$ cat config.mk
export PLATFORM = sky130hd
export DESIGN_NAME = sseg_scan_mux
export DESIGN_NICKNAME = d
export VERILOG_FILES = /design/src/rtl/sseg_scan_mux.sv
export SDC_FILE = /design/constraint.sdc
export NUM_CORES = 1
export LEC_CHECK = 0
export BUFFER_PORTS_ARGS = -buffer_cell sky130_fd_sc_hd__buf_2
export CORE_ASPECT_RATIO = 0.6
export CORE_MARGIN = 4
export CORE_UTILIZATION = 50
export CTS_BUF_LIST = sky130_fd_sc_hd__clkbuf_16
export DETAILED_ROUTE_END_ITERATION = 10
export PLACE_DENSITY = 0.69
export SYNTH_ARGS = -nofsm -noshare
export SYNTH_HDL_FRONTEND = slang
export SYNTH_SLANG_ARGS = --single-unit
$ cat constraint.sdc
create_clock -name clk -period 7.2 [get_ports clk]
set_input_delay 1.08 -clock clk [delete_from_list [all_inputs] [get_ports clk]]
set_output_delay 1.08 -clock clk [all_outputs]
set_load 0.005 [all_outputs]
$ cat src/rtl/sseg_scan_mux.sv
`default_nettype none
// ============================================================================
// Module      : sseg_scan_mux
// Description : Time-multiplexed driver for a bank of common-anode seven-
//               segment digits. A packed hex word plus per-digit blanking is
//               double-buffered so that new values take effect only on frame
//               boundaries. One digit is lit at a time for SCAN_DIV clocks.
// Revision    : 1.0 - initial release
// ----------------------------------------------------------------------------
// Parameters
//   DIGITS     : number of digits scanned (1..8)
//   SCAN_DIV   : clk cycles each digit stays lit (>= 1)
// Ports
//   clk        : system clock, rising edge
//   rst        : asynchronous active-high reset
//   data       : hex nibbles, data[4i+3:4i] drives digit i
//   blank      : bit i = 1 forces digit i dark
//   load       : strobe capturing data and blank
//   SSeg       : segments a..g (SSeg[0] = a), active-low, registered
//   an         : anodes, active-low, registered; bits >= DIGITS held 1
//   frame_done : one-cycle pulse on the first output cycle of digit 0
//                following a completed frame
// Configuration macro
//   SSEG_LEADING_ZERO_BLANK_EN : when defined, digit i (i > 0) is also
//                blanked when its nibble and every higher nibble are zero.
// ============================================================================
module sseg_scan_mux #(
  parameter int DIGITS   = 8,
  parameter int SCAN_DIV = 50000
) (
  input  logic                  clk,
  input  logic                  rst,
  input  logic [4*DIGITS-1:0]   data,
  input  logic [DIGITS-1:0]     blank,
  input  logic                  load,
  output logic [0:6]            SSeg,
  output logic [7:0]            an,
  output logic                  frame_done
);

  localparam int PW = (SCAN_DIV > 1) ? $clog2(SCAN_DIV) : 1;
  localparam int IW = (DIGITS > 1) ? $clog2(DIGITS) : 1;
  localparam logic [PW-1:0] c_PRE_MAX = PW'(SCAN_DIV - 1);
  localparam logic [IW-1:0] c_IDX_MAX = IW'(DIGITS - 1);

  // Scan state
  logic [PW-1:0]       r_pre;
  logic [IW-1:0]       r_idx;

  // Shadow buffer collects loads during a frame; active buffer feeds decode
  logic [4*DIGITS-1:0] r_sh_data;
  logic [DIGITS-1:0]   r_sh_blank;
  logic [4*DIGITS-1:0] r_act_data;
  logic [DIGITS-1:0]   r_act_blank;
  logic                r_pending;

  // Output stage
  logic [6:0]          r_sseg;
  logic [7:0]          r_an;
  logic                r_wrap_q;
  logic                r_frame_done;

  logic                w_roll;
  logic                w_wrap;
  logic [3:0]          w_nib;
  logic                w_blk;
  logic [6:0]          w_glyph;
  logic [DIGITS-1:0]   w_lz;
  logic                w_zero_above;

  // Prescaler rollover advances the digit; rollover on the last digit is
  // the frame wrap where buffered data is promoted.
  always_comb begin
    w_roll = (r_pre == c_PRE_MAX);
    w_wrap = w_roll && (r_idx == c_IDX_MAX);
  end

  // Leading-zero suppression on the active buffer
  always_comb begin
    w_lz         = '0;
    w_zero_above = 1'b1;
`ifdef SSEG_LEADING_ZERO_BLANK_EN
    // Walk from the top digit down; digit 0 is never suppressed.
    for (int i = DIGITS - 1; i >= 1; i--) begin
      w_zero_above = w_zero_above & (r_act_data[4*i +: 4] == 4'h0);
      w_lz[i]      = w_zero_above;
    end
`endif
  end

  // Select the nibble and blank flag of the digit currently scanned. A
  // compare-and-select loop keeps the index inside the buffer even when
  // DIGITS is not a power of two.
  always_comb begin
    w_nib = 4'h0;
    w_blk = 1'b1;
    for (int i = 0; i < DIGITS; i++) begin
      if (r_idx == IW'(i)) begin
        w_nib = r_act_data[4*i +: 4];
        w_blk = r_act_blank[i] | w_lz[i];
      end
    end
  end

  // Hex glyphs, bit 6 = segment a ... bit 0 = segment g, active-low
  always_comb begin
    w_glyph = 7'b1111111;
    case (w_nib)
      4'h0: w_glyph = 7'b0000001;
      4'h1: w_glyph = 7'b1001111;
      4'h2: w_glyph = 7'b0010010;
      4'h3: w_glyph = 7'b0000110;
      4'h4: w_glyph = 7'b1001100;
      4'h5: w_glyph = 7'b0100100;
      4'h6: w_glyph = 7'b0100000;
      4'h7: w_glyph = 7'b0001111;
      4'h8: w_glyph = 7'b0000000;
      4'h9: w_glyph = 7'b0000100;
      4'hA: w_glyph = 7'b0001000;
      4'hB: w_glyph = 7'b1100000;
      4'hC: w_glyph = 7'b0110001;
      4'hD: w_glyph = 7'b1000010;
      4'hE: w_glyph = 7'b0110000;
      4'hF: w_glyph = 7'b0111000;
      default: w_glyph = 7'b1111111;
    endcase
  end

  always_ff @(posedge clk or posedge rst) begin
    if (rst) begin
      r_pre        <= '0;
      r_idx        <= '0;
      r_sh_data    <= '0;
      r_sh_blank   <= '0;
      r_act_data   <= '0;
      r_act_blank  <= '0;
      r_pending    <= 1'b0;
      r_sseg       <= 7'b1111111;
      r_an         <= 8'hFF;
      r_wrap_q     <= 1'b0;
      r_frame_done <= 1'b0;
    end else begin
      // Scan counters
      if (w_roll) begin
        r_pre <= '0;
        r_idx <= w_wrap ? '0 : r_idx + 1'b1;
      end else begin
        r_pre <= r_pre + 1'b1;
      end

      // Double buffering: a load on the wrap cycle bypasses the shadow so
      // it wins over any earlier load in the same frame.
      if (w_wrap) begin
        if (load) begin
          r_act_data  <= data;
          r_act_blank <= blank;
        end else if (r_pending) begin
          r_act_data  <= r_sh_data;
          r_act_blank <= r_sh_blank;
        end
        r_pending <= 1'b0;
      end else if (load) begin
        r_sh_data  <= data;
        r_sh_blank <= blank;
        r_pending  <= 1'b1;
      end

      // Outputs lag the scan state by one cycle
      r_an   <= ~(8'd1 << r_idx);
      r_sseg <= w_blk ? 7'b1111111 : w_glyph;

      // Delayed twice so the pulse lines up with digit 0 on the pins
      r_wrap_q     <= w_wrap;
      r_frame_done <= r_wrap_q;
    end
  end

  assign SSeg       = r_sseg;
  assign an         = r_an;
  assign frame_done = r_frame_done;

endmodule
`default_nettype wire
Word-level counts from Yosys, hierarchy flattened
Memory sizes are Yosys's and may differ from the RTL's.
Cells that the tools add are included.
- register bits: 117
- memory bits (read-only): 112
- bits of input ports: 43
- output and inout port bits: 16
- logic and storage cells: 56
- memories: 1
- $add $sub $neg: 2
- equal/unequal tests: 8
- shift-type cells: 1
- muxes and demuxes: 25
- bitwise gates (word level): 2
- reduce and logical (&&, ||, !) cells: 6
- memory list (name ; depth ; bits a word ; read ports ; clocked after memory_dff ; wr ports ; line ; text):
    (name not given) ; 16 ; 7 ; 1 ; 0 ; 0 ; 108 ; case (w_nib)
- operator list (operator ; count):
    32-bit 2-to-1 mux ; 2
    4-bit 2-to-1 mux ; 8
    16-bit by 1-bit adder with 16-bit output (second input constant) ; 1
    16-bit equality test (second input constant) ; 1
    16-bit 2-to-1 mux ; 1
    8-bit 2-to-1 mux ; 2
    3-bit equality test (second input constant) ; 4
    1-bit 2-to-1 mux ; 10
    8-bit inverter ; 1
    1-bit by 3-bit left shift with 8-bit output (first input constant) ; 1
    7-bit 2-to-1 mux ; 1
    3-bit by 2-bit equality test with 1-bit output (second input constant) ; 2
    2-bit AND reduction ; 2
    2-bit nonzero test ; 2
    3-bit by 1-bit adder with 3-bit output (second input constant) ; 1
    3-bit by 1-bit equality test with 1-bit output (second input constant) ; 1
    3-bit logical NOT ; 1
    3-bit 2-to-1 mux ; 1
    1-bit logical AND ; 1
    1-bit inverter ; 1

Longest topological paths before layout
Gate-level depths: netlist of run 1.
An unclocked memory read counts as a cell.
- depth in word-level cells: 11
- depth in mapped cells: 14
- depth with buffers taken out: 12

Worst setup path after synthesis of run 1
Ideal clock, no wire load.
- path kind: reg2reg
- start: register r_idx[1]
- end: register r_sseg[3], in the netlist SSeg[3]
- library setup time: 84 ps
- arrival time: 2800 ps
- data required time: 7116 ps
- slack: 4315 ps
- stages on the path, launching flop included: 13
- path buffers: 2
- period minus slack after synthesis: 2885 ps
- cell sequence: dfrtp_1 > inv_1 > ha_1 > clkbuf_1 > buf_2 > and3b_1 > a21oi_1 > o21ai_0 > o21ai_0 > inv_1 > ha_1 > mux4_2 > nand3b_1
- word-level cells in the longest chain between the ends: 11
- elaborated cells between the ends (all ways): 26
- those cells by class: 7 x eq/ne; 17 x mux; 1 x reduce/logical; 1 x memory
- ends and longest elaborated chain (item ; line ; text):
    start, declared ; 48 ; logic [IW-1:0] r_idx;
    start signal, assigned ; 146 ; r_idx <= w_wrap ? '0 : r_idx + 1'b1;
    3-bit logical NOT ; 98 ; if (r_idx == IW'(i)) begin
    4-bit 2-to-1 mux (8 in a row) ; 98 ;
    memory 16 x 7 bit ; -- ;
    7-bit 2-to-1 mux * ; 170 ; r_sseg <= w_blk ? 7'b1111111 : w_glyph;
    end signal, assigned ; 170 ;
    end, declared ; 58 ; logic [6:0] r_sseg;
Every way passes the cells marked *; elsewhere a longest branch is shown, timed or not.
A chain may end at the register's enable or synchronous reset.

Worst setup path after layout of run 1
- start: register r_idx[0]
- end: register r_sseg[3], in the netlist SSeg[3]
The elaborated chain is that of the path after synthesis.

==> results.md, run 1 <==
Yosys:
- The share of synthesized registers carrying an async set or reset is 1.00.
- Counting every instance in the synthesized netlist gives 455.
- The mean instance size in the synthesized netlist is 12.9 sq um.
- The count of state elements after synthesis is 117.
- The commonest cells after synthesis are 102 x sky130_fd_sc_hd__dfrtp_1, 40 x sky130_fd_sc_hd__mux2_1, 37 x sky130_fd_sc_hd__mux2_2, 37 x sky130_fd_sc_hd__mux2_4, 24 x sky130_fd_sc_hd__nand2_1.
- Yosys mapped a number of flops with a built-in enable equal to 0.
- For this run, the number of Yosys warnings is 0.
- The synthesized netlist contains 61 unique library cells.
- The share of the synthesized area in the top cell type is 0.435.
- The cell area that synthesis handed to floorplanning was about 5900 sq um.
- Summed over all instances, the cell type with the most area after synthesis is sky130_fd_sc_hd__dfrtp_1.
- The number of nets handed over by synthesis was around 510.
- Sorting the synthesized cells by area gives the leading types as sky130_fd_sc_hd__dfrtp_1 44%, sky130_fd_sc_hd__mux2_4 9.5%, sky130_fd_sc_hd__mux2_1 7.7%.
- In the synthesized netlist the dominant register cell turns out to be sky130_fd_sc_hd__dfrtp_1.
- The most common cell in the netlist is sky130_fd_sc_hd__dfrtp_1.
- Of the synthesized area, sequential elements account for 0.502.

Critical path:
- The startpoint identified for the worst register-to-register timing path is r_idx[0].
- Data on the critical path is required at its endpoint by between 7 and 8 ns.
- The worst setup path is captured at a register.
- In this run the worst setup path begins at r_idx[0].
- The endpoint of the worst-slack reg-to-reg timing path is SSeg[3].
- The critical path ends at SSeg[3].
- The arrival time of data at the critical path endpoint is ~3.8 ns.
- Of all nets on the critical path, the largest fanout is 24.
- The logic depth of the worst register-to-register path is 10.
- The worst setup path is of the register to register kind.
- The critical path startpoint category is a register.
- The worst setup slack for register-to-register paths is 3.71 ns.

STA:
- Setup repair after global routing left no endpoint under its margin.
- The final-report setup violation count is 0.
- At the pin with the least slew margin, the transition time is roughly 1.2 ns.
- The headroom to the max-slew limit is 0.192.
- The peak clock frequency supported by timing is about 290 MHz.
- The share of the clock period used by the worst path is 0.485.
- The final count of pins violating max slew is 0.
- The final period demand of the worst path is approximately 3.5 ns.
- The clock skew after layout is ~0.013 ns.
- In the final timing run, aggregate negative setup slack is 0 ns.
- The final-report hold violation count is 0.

Floorplanning:
- The die is around 150 um wide.
- The row count is 30.
- The floorplan step set the die height to a little over 90 um.
- The floorplan step defined a die boundary enclosing roughly 14000 sq um.
- The count of pins on the block boundary is slightly below 60.
- For this configuration, the core starts out at a cell density of 0.516.
- The core footprint is about 11000 sq um.

Clock network:
- After clock tree synthesis, the clock-pin slew on the worst setup and hold paths is approximately 0.050 ns.
- The number of cells upsized or downsized after cts is 0.
- The tree built by TritonCTS fans out to between 100 and 150 sinks.
- Hold repair after CTS inserted 0 buffers.
- The clock passes through at most 2 buffers.
- The H-tree generated during clock tree synthesis spans 4 levels.
- The tree is rooted in a sky130_fd_sc_hd__clkbuf_16.
- The clock latency of the later-clocked register in the worst-skew pair is around 0.4 ns.
- The number of setup buffers added after CTS is 0.
- TritonCTS built the clock tree.
- TritonCTS created 17 clock buffers.

Global route:
- The remaining global-route overflow is 0.
- The wire length of the first global-routing pass is between 20000 and 25000 um.
- Entering global routing, the biggest net connects 64 pins.
- The number of antenna violations at the first check in global routing is 0.
- In the global route stage, overall resource usage came out at 0.196.
- The number of global-route vias before repair is roughly 3700.

Power:
- The logic gate share of total power is 0.056.
- Of the total power, the share spent switching nets is 0.224.
- IR analysis of the VDD net gives a maximum drop of 0.163 mV.
- Dividing total power by cell area gives a power density of around 230 nW/um^2.
- For this design the static power due to leakage is approximately 3.2 nW.
- Of the total power, registers draw 0.452.
- The switching power total is about 340 uW.
- The fraction of power consumed by the clock network is 0.491.
- The internal power of the cells is about 1.2 mW.

Detailed routing:
- The vias per cell is 5.47.
- The pre-antenna-repair detailed-routing pass consisted of 5 iterations.
- The DRC violation count after routing is 0.
- Summing over every cut layer, the via total after detailed routing is 3747.
- The routed length per placed instance is 18.2 um.
- For this block, the routed nets add up to roughly 12000 um of wire.
- The DRC violation total after the first TritonRoute iteration is 200.
- The number of antenna-violating nets in the routed design is 0.

Run:
- Max-cap violations in this run came to 0.

Cells and area:
- The layout-stage area growth over the synthesis result is 15.7%.
- Of the cells placed in the final design, the portion with a size suffix greater than 1 is 0.356.
- The number of inserted diodes is 0.
- Leaving out filler cells and counting taps, the final layout contains 685.
- The count of nets after finishing is roughly 570.

Place:
- Detailed placement ended at an HPWL of roughly 8500 um.
- The weighted congestion reported at the end of routability-driven placement is 0.863.
- The number of buffers added on ports is 58.
- The number of placed cells counting well taps is around 650.

Hold path:
- The type of the tightest min-delay check is register to register.

Run status:
- The run finished with clean final reports.
==> cells by family (layout without fill, tap and decap cells) <==
kind of cell	count (synthesis)	count (layout)	synth area share
AO/OA/AOI/OAI	60	60	0.0740
XOR/XNOR	11	11	0.0164
adder cells (fa/ha/maj)	13	13	0.0277
buffers and inverters	38	108	0.0326
flip-flops	117	117	0.502
multiplexers	123	123	0.260
AND/OR/NAND/NOR	93	93	0.0870
==> sequential cells by signal, indices dropped and copies added, names as in the netlist <==
register	flops
r_wrap_q	1
r_act_blank	8
r_pre	16
an	8
frame_done	1
r_act_data	32
r_sh_blank	8
SSeg	7
r_idx	3
r_pending	1
r_sh_data	32
==> cell usage in the layout, fill, tap and decap left out, types with 13 or more instances in the layout <==
master / count
sky130_fd_sc_hd__dfrtp_1: 102
sky130_fd_sc_hd__buf_2: 58
sky130_fd_sc_hd__mux2_1: 40
sky130_fd_sc_hd__mux2_2: 37
sky130_fd_sc_hd__mux2_4: 37
sky130_fd_sc_hd__nand2_1: 24
sky130_fd_sc_hd__clkbuf_16: 17
sky130_fd_sc_hd__nor2_1: 16
sky130_fd_sc_hd__dfstp_2: 15
sky130_fd_sc_hd__inv_1: 15
sky130_fd_sc_hd__o21ai_0: 13
sky130_fd_sc_hd__nand3_1: 13
sky130_fd_sc_hd__ha_1: 13
==> metal layers <==
layer | GRT usage | vias up | share of wire
li1 | - | 1766 | -
met1 | 0.303 | 1858 | 0.52
met2 | 0.261 | 114 | 0.41
met3 | 0.0652 | 9 | 0.063
met4 | 0.0507 | 0 | 0.0070
met5 | 0 | - | 0
==> metrics by stage <==
stage / setup WS [ns] / total power, mW / util / cell area [sq um] / hold slack, ns
floorplan: 3.04 / 0.759 / - / 5870 / 0.331
global placement: 3.89 / 0.785 / 0.551 / 6260 / 0.336
detailed placement: 3.76 / 0.790 / 0.551 / 6260 / 0.347
CTS: 3.75 / 1.54 / 0.597 / 6790 / 0.359
global route: 3.36 / 1.59 / 0.597 / 6790 / 0.380
finish: 3.71 / 1.53 / 0.597 / 6790 / 0.360
==> layout make-up <==
class / count / area, sq um
flip-flops and latches: 117 / 2950
clock inverters: 15 / 101
fillers: 918 / 4580
multi-input cells: 300 / 2740
inverters: 15 / 58.8
repair buffers: 61 / 313
clock buffers: 17 / 425
well taps: 160 / 200
==> worst max-delay path, cell delays in order, from the launching register on <==
cell,delay [ns]
sky130_fd_sc_hd__dfrtp_1,0.39
sky130_fd_sc_hd__inv_1,0.12
sky130_fd_sc_hd__ha_1,0.67
sky130_fd_sc_hd__and3b_1,0.26
sky130_fd_sc_hd__a21oi_1,0.13
sky130_fd_sc_hd__o21ai_0,0.15
sky130_fd_sc_hd__o21ai_0,0.62
sky130_fd_sc_hd__inv_1,0.15
sky130_fd_sc_hd__ha_1,0.30
sky130_fd_sc_hd__mux4_2,0.47
sky130_fd_sc_hd__nand3b_1,0.16
==> worst min-delay path by stage <==
stage | start | end | slack (ns) | depth (start not counted)
2_1_floorplan | r_wrap_q | frame_done | 0.33 | 0
3_3_place_gp | r_wrap_q | frame_done | 0.34 | 0
3_5_place_dp | r_wrap_q | frame_done | 0.35 | 0
4_1_cts | r_wrap_q | frame_done | 0.36 | 0
5_1_grt | r_wrap_q | frame_done | 0.38 | 0
6_report | r_wrap_q | frame_done | 0.36 | 0
==> power by group through the flow <==
| stage | sequential, mW | clock [mW] | combinational [mW] |
|---|---|---|---|
| floorplan | 0.699 | 0 | 0.0602 |
| global placement | 0.700 | 0 | 0.0850 |
| detailed placement | 0.702 | 0 | 0.0878 |
| CTS | 0.692 | 0.763 | 0.0888 |
| global route | 0.694 | 0.798 | 0.0972 |
| finish | 0.691 | 0.751 | 0.0862 |
No activity file was read; power rests on OpenSTA's default activity.
==> inputs of run 2 (changes only) <==
--- a/config.mk
+++ b/config.mk
@@ -11,7 +11,7 @@
 export CORE_UTILIZATION = 50
 export CTS_BUF_LIST = sky130_fd_sc_hd__clkbuf_16
 export DETAILED_ROUTE_END_ITERATION = 10
-export PLACE_DENSITY = 0.69
+export PLACE_DENSITY = 0.72
 export SYNTH_ARGS = -nofsm -noshare
 export SYNTH_HDL_FRONTEND = slang
 export SYNTH_SLANG_ARGS = --single-unit
==> constraint.sdc (replaced) <==
create_clock -name clk -period 2.9 [get_ports clk]
set_input_delay 0.435 -clock clk [delete_from_list [all_inputs] [get_ports clk]]
set_output_delay 0.435 -clock clk [all_outputs]
set_load 0.005 [all_outputs]
==> run 2 against run 1 <==
Net effect: combinational power grew to 2.6 times the previous value; worst hold slack worse by 0.25 ns; final area is 3.7% higher; highest routed layer unchanged; clock power grew to 2.8 times the previous value; critical path depth is 1 lower; first-iteration DRC count is 26% higher; register-to-register slack worse by 3.6 ns; non-clock buffer count is 18 higher; routed wire length is 3.4% higher.
==> results.md, run 2 (same netlist as run 1, synthesis figures left out) <==
STA:
- The final period demand of the worst path is 2.80 ns (-0.688 ns).
- The worst-margin pin slew is 0.650 ns (-0.562 ns).
- The headroom to the max-slew limit is 0.566 (+0.374).
- The final count of pins violating max slew is 0 (unchanged).
- The peak clock frequency supported by timing came to 357 MHz (+25%).
- The setup TNS is 0 ns (unchanged).
- The final-report setup violation count came to 0 (unchanged).
- Setup repair after global routing left no endpoint under its margin.
- The post-route worst setup slack is 0.0958 ns (-3.61 ns).
- The minimum hold slack came to 0.114 ns (-0.246 ns).
- The final-report hold violation count was 0 (unchanged).
- The share of the clock period used by the worst path was 0.967 (+0.482).
- The clock skew after layout is 0.00730 ns (-0.00564 ns).

Power:
- The total leakage power is 3.35 nW (+4.7%).
- The switching share of power came to 0.209 (-0.0151).
- The fraction of power consumed by the clock network came to 0.523 (+0.032).
- The logic gate share of total power came to 0.055 (about the same).
- The switching power total is 849 uW (+150%).
- The internal power of the cells is 3.22 mW (+170%).
- The power density of the placed cells is 578 nW/um^2 (+160%).
- The relative contribution of sequential cells to total power came to 0.422 (-0.030).
- The worst-case vdd ir drop is 0.396 mV (+140%).
- The total power draw is 4.06 mW (+170%).

Run:
- The max-capacitance violation count came to 0 (unchanged).

Critical path:
- The worst setup path is launched from a register.
- The kind of cell adding the most delay to the critical path is adder cells.
- The kind of end point of the critical path is a register.
- The largest incremental delay on the critical path is 0.45 ns (-0.22 ns).
- The maximum fanout encountered on the critical timing path is 5 (-79%).
- The worst setup path is of the register to register kind.
- The most frequent cell on the critical path is sky130_fd_sc_hd__ha_1.
- The arrival time of data at the critical path endpoint is 3.14 ns (-0.68 ns).
- The buffering stage count on the worst path with inverters included is 0 (-2).
- Traced cell by cell, the critical path runs through ha_1 -> ha_1 -> or2_1 -> a221o_1 -> a31oi_4 -> o21ai_2 -> ha_1 -> mux4_2 -> nand3b_1.
- The critical-path cell with the highest stage delay is sky130_fd_sc_hd__mux4_2.
- The required time at the worst-slack endpoint is 3.24 ns (-4.29 ns).

Cells and area:
- The library cells used most frequently in the layout, excluding fill and tap cells, are 102 x sky130_fd_sc_hd__dfrtp_1, 58 x sky130_fd_sc_hd__buf_2, 40 x sky130_fd_sc_hd__mux2_1, 37 x sky130_fd_sc_hd__mux2_2, 37 x sky130_fd_sc_hd__mux2_4.
- The filler cell count in the final layout came to 921 (+0.33%).
- The share of final-layout standard cells stronger than drive strength 1 came to 0.387 (+0.0305).
- The count of nets after finishing is 586 (+3.2%).
- The number of inserted diodes was 0 (unchanged).
- The most common cell after layout, fill and taps aside is sky130_fd_sc_hd__dfrtp_1.
- The largest registers in the layout are r_act_data x32, r_sh_data x32, r_pre x16.
- Compared with the post-synthesis result, the final layout area differs by 20.0%.
- The utilization of the core after routing is 0.619 (+0.0219).

Clock network:
- The clock transition time at the flip-flop clock pins of the worst setup and hold paths is 0.05 ns (about the same).
- The number of H-tree branching levels is 4 (unchanged).
- The number of CTS-inserted buffers was 17 (unchanged).
- The clock latency of the later-clocked register in the worst-skew pair is 0.41 ns (about the same).
- The number of buffers on the longest clock path is 2 (unchanged).
- TritonCTS built the clock tree.
- The total of hold buffers inserted after clock tree synthesis is 0 (unchanged).
- The number of sinks handled by clock tree synthesis is 117 (unchanged).
- The total setup buffers inserted after CTS is 0 (unchanged).
- The buffer cell driving the clock tree root is sky130_fd_sc_hd__clkbuf_16.

Global route:
- The remaining global-route overflow is 0 (unchanged).
- The number of antenna violations at the first check in global routing came to 0 (unchanged).
- The largest net degree at the start of global routing is 61 (-4.7%).
- The number of global-route vias before repair is 3827 (+2.9%).
- The total routing usage reported by global routing is 0.198 (+0.00154).
- The wire length of the first global-routing pass was 20800 um (+0.54%).

Detailed routing:
- The number of antenna-violating nets in the routed design is 0 (unchanged).
- The DRC violation count after routing is 0 (unchanged).
- The vias per cell is 5.40 (-1.3%).
- The wire length after detailed routing is 12900 um (+3.4%).
- The detailed-routing iteration count for the pre-antenna-repair pass is 6 (+1).
- The routed length per placed instance was 18.4 um (+0.79%).
- The routed via count is 3796 (+1.3%).
- The DRC violation total after the first TritonRoute iteration is 252 (+26%).

Hold path:
- The min-delay analysis places its worst path in the category input pin to async pin.

Floorplanning:
- The row count came to 30 (unchanged).
- The initial standard-cell utilization of the core is 0.516 (unchanged).
- The core footprint was 11400 sq um (unchanged).
- The die area is 13600 sq um (unchanged).
- The height of the die was 91.9 um (unchanged).
- The horizontal die dimension was 148 um (unchanged).
- The count of pins on the block boundary was 59 (unchanged).

Run status:
- The flow ran to the end, and the final reports show no timing, DRC or antenna violations.

Place:
- The detailed placement HPWL is 9160 um (+7.7%).
- The number of buffers added on ports is 58 (unchanged).
- The weighted congestion reported at the end of routability-driven placement is 0.912 (+5.7%).
- The worst slack at placement is -0.0413 ns (-3.80 ns).
## run 2: cell types whose count changed in the layout (fill, tap and decap cells not counted), sizes merged
cell / previous run / this run
inv: 17 / 16
bufinv: 1 / 4
clkinv: 8 / 9
clkinvlp: 4 / 1
buf: 61 / 79
## run 2: metrics by stage
step / cell area (sq um) / std cells
floorplan: 5870 / 455
global placement: 6420 / 671
detailed placement: 6420 / 671
CTS: 7030 / 703
global route: 7040 / 703
finish: 7040 / 703
## run 2: layout make-up
class | instances | area [sq um] | area share
Tap cell | 160 | 200 | 0.0284
Sequential cell | 117 | 2950 | 0.419
Timing Repair Buffer | 79 | 473 | 0.0672
Clock buffer | 17 | 425 | 0.0604
Clock inverter | 15 | 170 | 0.0242
Inverter | 15 | 60.1 | 0.00853
Multi-Input combinational cell | 300 | 2760 | 0.393
## run 2: power by group through the flow
stage	logic (mW)	registers [mW]	clock network [mW]
4_1_cts	0.230	1.72	2.16
3_5_place_dp	0.226	1.74	0
5_1_grt	0.250	1.72	2.24
3_3_place_gp	0.217	1.74	0
2_1_floorplan	0.150	1.73	0
6_report	0.224	1.72	2.12
## run 2: path summary, 6_finish.rpt
kind,start,endpoint,slack [ns],cells past startpoint
setup / recovery,r_idx[0],SSeg[3],0.1,9
hold / removal,rst,r_sh_data[6],0.11,2
setup reg to reg,r_idx[0],SSeg[3],0.1,9
hold reg to reg,r_wrap_q,frame_done,0.35,0
max in group asynchronous,rst,an[7],1.96,3
min in group clk,data[5],r_sh_data[5],0.25,2
## run 2: per-layer routing
layer | part of all wire | global-route usage
met1 | 0.51 | 0.307
met2 | 0.42 | 0.270
met3 | 0.065 | 0.0514
met4 | 0.0074 | 0.0561
met5 | 0 | 0
## run 2: what timing repair did
| action | 4_1_cts | 5_1_grt |
|---|---|---|
| hold endpoints to repair | 0 | 0 |
| resized for setup | 2 | 2 |
| endpoints found under the setup margin | 1 | 2 |
==> inputs of run 3 (changes only) <==
--- a/config.mk
+++ b/config.mk
@@ -12,6 +12,7 @@
 export CTS_BUF_LIST = sky130_fd_sc_hd__clkbuf_16
 export DETAILED_ROUTE_END_ITERATION = 10
 export PLACE_DENSITY = 0.72
+export RECOVER_POWER = 25
 export SYNTH_ARGS = -nofsm -noshare
 export SYNTH_HDL_FRONTEND = slang
 export SYNTH_SLANG_ARGS = --single-unit
==> run 3 against run 2 <==
Net effect: highest routed layer unchanged; largest power group unchanged; register-to-register slack about the same; count of clock-buffer cells in the layout unchanged; combinational power down 2%; non-clock buffer count unchanged; critical path depth unchanged; critical endpoint unchanged.
==> results.md, run 3 (same netlist as run 1, synthesis figures left out) <==
Run status:
- The flow ran to the end, and the final reports show no timing, DRC or antenna violations.

STA:
- The peak clock frequency supported by timing is 356 MHz (about the same).
- The final-report setup violation count is 0 (unchanged).
- The clock skew after layout came to 0.00729 ns (-0.00000441 ns).
- The setup TNS was 0 ns (unchanged).
- The final count of pins violating max slew came to 0 (unchanged).
- The worst-margin pin slew is 1.45 ns (+0.797 ns).
- The final period demand of the worst path is 2.81 ns (+0.00180 ns).
- Setup repair after global routing left no endpoint under its margin.
- The minimum hold slack was 0.255 ns (+0.141 ns).
- The headroom to the max-slew limit came to 0.0356 (-0.530).
- The share of the clock period used by the worst path is 0.968 (about the same).
- The final-report hold violation count is 0 (unchanged).

Hold path:
- The worst hold path passes through 2 cells.
- The startpoint of the most critical hold path is data[5].
- The tightest min-delay check is of the input pin to register type.
- The end of the worst hold path is r_sh_data[5].

Cells and area:
- The share of final-layout standard cells stronger than drive strength 1 was 0.387 (unchanged).
- The final cell count without fillers is 703 (unchanged).
- In the layout the commonest cells are 102 x sky130_fd_sc_hd__dfrtp_1, 58 x sky130_fd_sc_hd__buf_2, 40 x sky130_fd_sc_hd__mux2_1, 37 x sky130_fd_sc_hd__mux2_2, 37 x sky130_fd_sc_hd__mux2_4.
- The largest registers in the layout are r_act_data x32, r_sh_data x32, r_pre x16.
- The number of inserted diodes came to 0 (unchanged).
- The count of nets after finishing is 586 (unchanged).
- The layout-stage area growth over the synthesis result is 19.7%.
- The most common cell after layout, fill and taps aside is sky130_fd_sc_hd__dfrtp_1.

Detailed routing:
- The number of antenna-violating nets in the routed design is 0 (unchanged).
- The DRC violation count after routing is 0 (unchanged).
- The vias per cell is 5.38 (-0.34%).
- The wire length the detailed router placed on met1 is 6580 um (-0.47%).
- The routed length per placed instance is 18.3 um (-0.25%).
- The length of routed met2 wiring is 5350 um (-0.26%).
- The detailed-routing iteration count for the pre-antenna-repair pass is 5 (-1).
- The highest layer touched by signal routing is met4.
- The DRC violation total after the first TritonRoute iteration is 252 (unchanged).
- The routed length on met3 is 866 um (+2.7%).
- The routed via count is 3783 (-0.34%).
- The wire length after detailed routing is 12900 um (-0.25%).

Critical path:
- The endpoint identified for the worst register-to-register timing path is SSeg[3].
- STA classifies the critical path startpoint as a register.
- The maximum fanout encountered on the critical timing path was 5 (unchanged).
- The arrival time of data at the critical path endpoint is 3.14 ns (about the same).
- STA classifies the critical path endpoint as a register.
- The worst setup slack for register-to-register paths was 0.09 ns (about the same).
- The critical path startpoint is r_idx[0].
- The startpoint of the lowest-slack register-to-register path is r_idx[0].
- The worst setup path is of the register to register kind.
- The required time at the worst-slack endpoint was 3.24 ns (about the same).
- The logic depth of the worst register-to-register path came to 9 (unchanged).

Clock network:
- The CTS tree is done.
- The number of sinks handled by clock tree synthesis is 117 (unchanged).
- The number of CTS-inserted buffers is 17 (unchanged).
- The total of hold buffers inserted after clock tree synthesis is 0 (unchanged).
- The clock transition time at the flip-flop clock pins of the worst setup and hold paths came to 0.05 ns (about the same).
- The number of H-tree branching levels was 4 (unchanged).
- The buffer cell driving the clock tree root is sky130_fd_sc_hd__clkbuf_16.
- The number of buffers on the longest clock path is 2 (unchanged).
- The clock latency of the later-clocked register in the worst-skew pair is 0.41 ns (about the same).

Floorplanning:
- The count of pins on the block boundary came to 59 (unchanged).
- The core footprint came to 11400 sq um (unchanged).
- The horizontal die dimension is 148 um (unchanged).
- The initial standard-cell utilization of the core was 0.516 (unchanged).
- The die area is 13600 sq um (unchanged).
- The row count was 30 (unchanged).
- The height of the die is 91.9 um (unchanged).

Run:
- The max-capacitance violation count is 0 (unchanged).

Global route:
- The wire length of the first global-routing pass is 20800 um (unchanged).
- The total routing usage reported by global routing is 0.198 (unchanged).
- The remaining global-route overflow is 0 (unchanged).
- The number of global-route vias before repair is 3827 (unchanged).
- The number of antenna violations at the first check in global routing came to 0 (unchanged).
- The largest net degree at the start of global routing is 61 (unchanged).

Place:
- The number of placed cells counting well taps is 671 (unchanged).
- The weighted congestion reported at the end of routability-driven placement came to 0.912 (unchanged).
- The number of buffers added on ports was 58 (unchanged).
- The detailed placement HPWL came to 9160 um (unchanged).

Power:
- The power density of the placed cells came to 579 nW/um^2 (+0.20%).
- The total leakage power is 3.35 nW (-0.16%).
- The worst-case vdd ir drop was 0.396 mV (about the same).
[run 3: cell types whose count changed in the layout (fill, tap and decap cells not counted)]
cell,previous run,this run
sky130_fd_sc_hd__buf_12,2,1
sky130_fd_sc_hd__clkbuf_2,0,1
sky130_fd_sc_hd__clkinvlp_2,0,1
sky130_fd_sc_hd__clkinvlp_4,1,0
[run 3: layer usage]
layer,vias to the layer above,track usage
li1,1787,-
met1,1859,0.307
met2,127,0.270
met3,10,0.0514
met4,0,0.0561
met5,-,0
[run 3: what timing repair did]
action / 4_1_cts / 5_1_grt
gates resized for setup: 2 / 2
setup endpoints to repair: 1 / 2
buffers inserted: 0 / 0
[run 3: where the power goes]
group | switching [mW] | internal [mW]
combinational | 0.109 | 0.111
sequential | 0.0254 | 1.69
clock | 0.715 | 1.41
[run 3: critical path, cell delays in order (launching register included)]
cell                       delay [ns]
sky130_fd_sc_hd__dfrtp_1         0.41
sky130_fd_sc_hd__ha_1            0.24
sky130_fd_sc_hd__ha_1            0.21
sky130_fd_sc_hd__or2_1           0.26
sky130_fd_sc_hd__a221o_1         0.32
sky130_fd_sc_hd__a31oi_4         0.21
sky130_fd_sc_hd__o21ai_2         0.14
sky130_fd_sc_hd__ha_1            0.33
sky130_fd_sc_hd__mux4_2          0.45
sky130_fd_sc_hd__nand3b_1        0.17
[run 3: final cells by class]
cell class | instances | area [sq um]
inverters | 15 | 57.6
clock inverters | 15 | 170
clock buffers | 17 | 425
fillers | 922 | 4350
well taps | 160 | 200
repair buffers | 79 | 458
flip-flops and latches | 117 | 2950
multi-input cells | 300 | 2760
[run 3: worst max path at each step]
stage                    to  depth (start not counted)
finish              SSeg[3]                          9
detailed placement  SSeg[3]                          9
global route        SSeg[3]                          9
global placement    SSeg[3]                          9
CTS                 SSeg[3]                          9
floorplan           SSeg[3]                         12
[run 3: per-stage QoR]
stage / instance area, sq um / worst slack (ns) / utilization / power, mW
finish: 7020 / 0.0940 / 0.617 / 4.06
global route: 7020 / 0.0152 / 0.617 / 4.21
CTS: 7030 / 0.0578 / 0.618 / 4.10
detailed placement: 6420 / -0.0413 / 0.565 / 1.97
global placement: 6420 / 0.0764 / 0.565 / 1.95
floorplan: 5870 / 0.0152 / - / 1.88
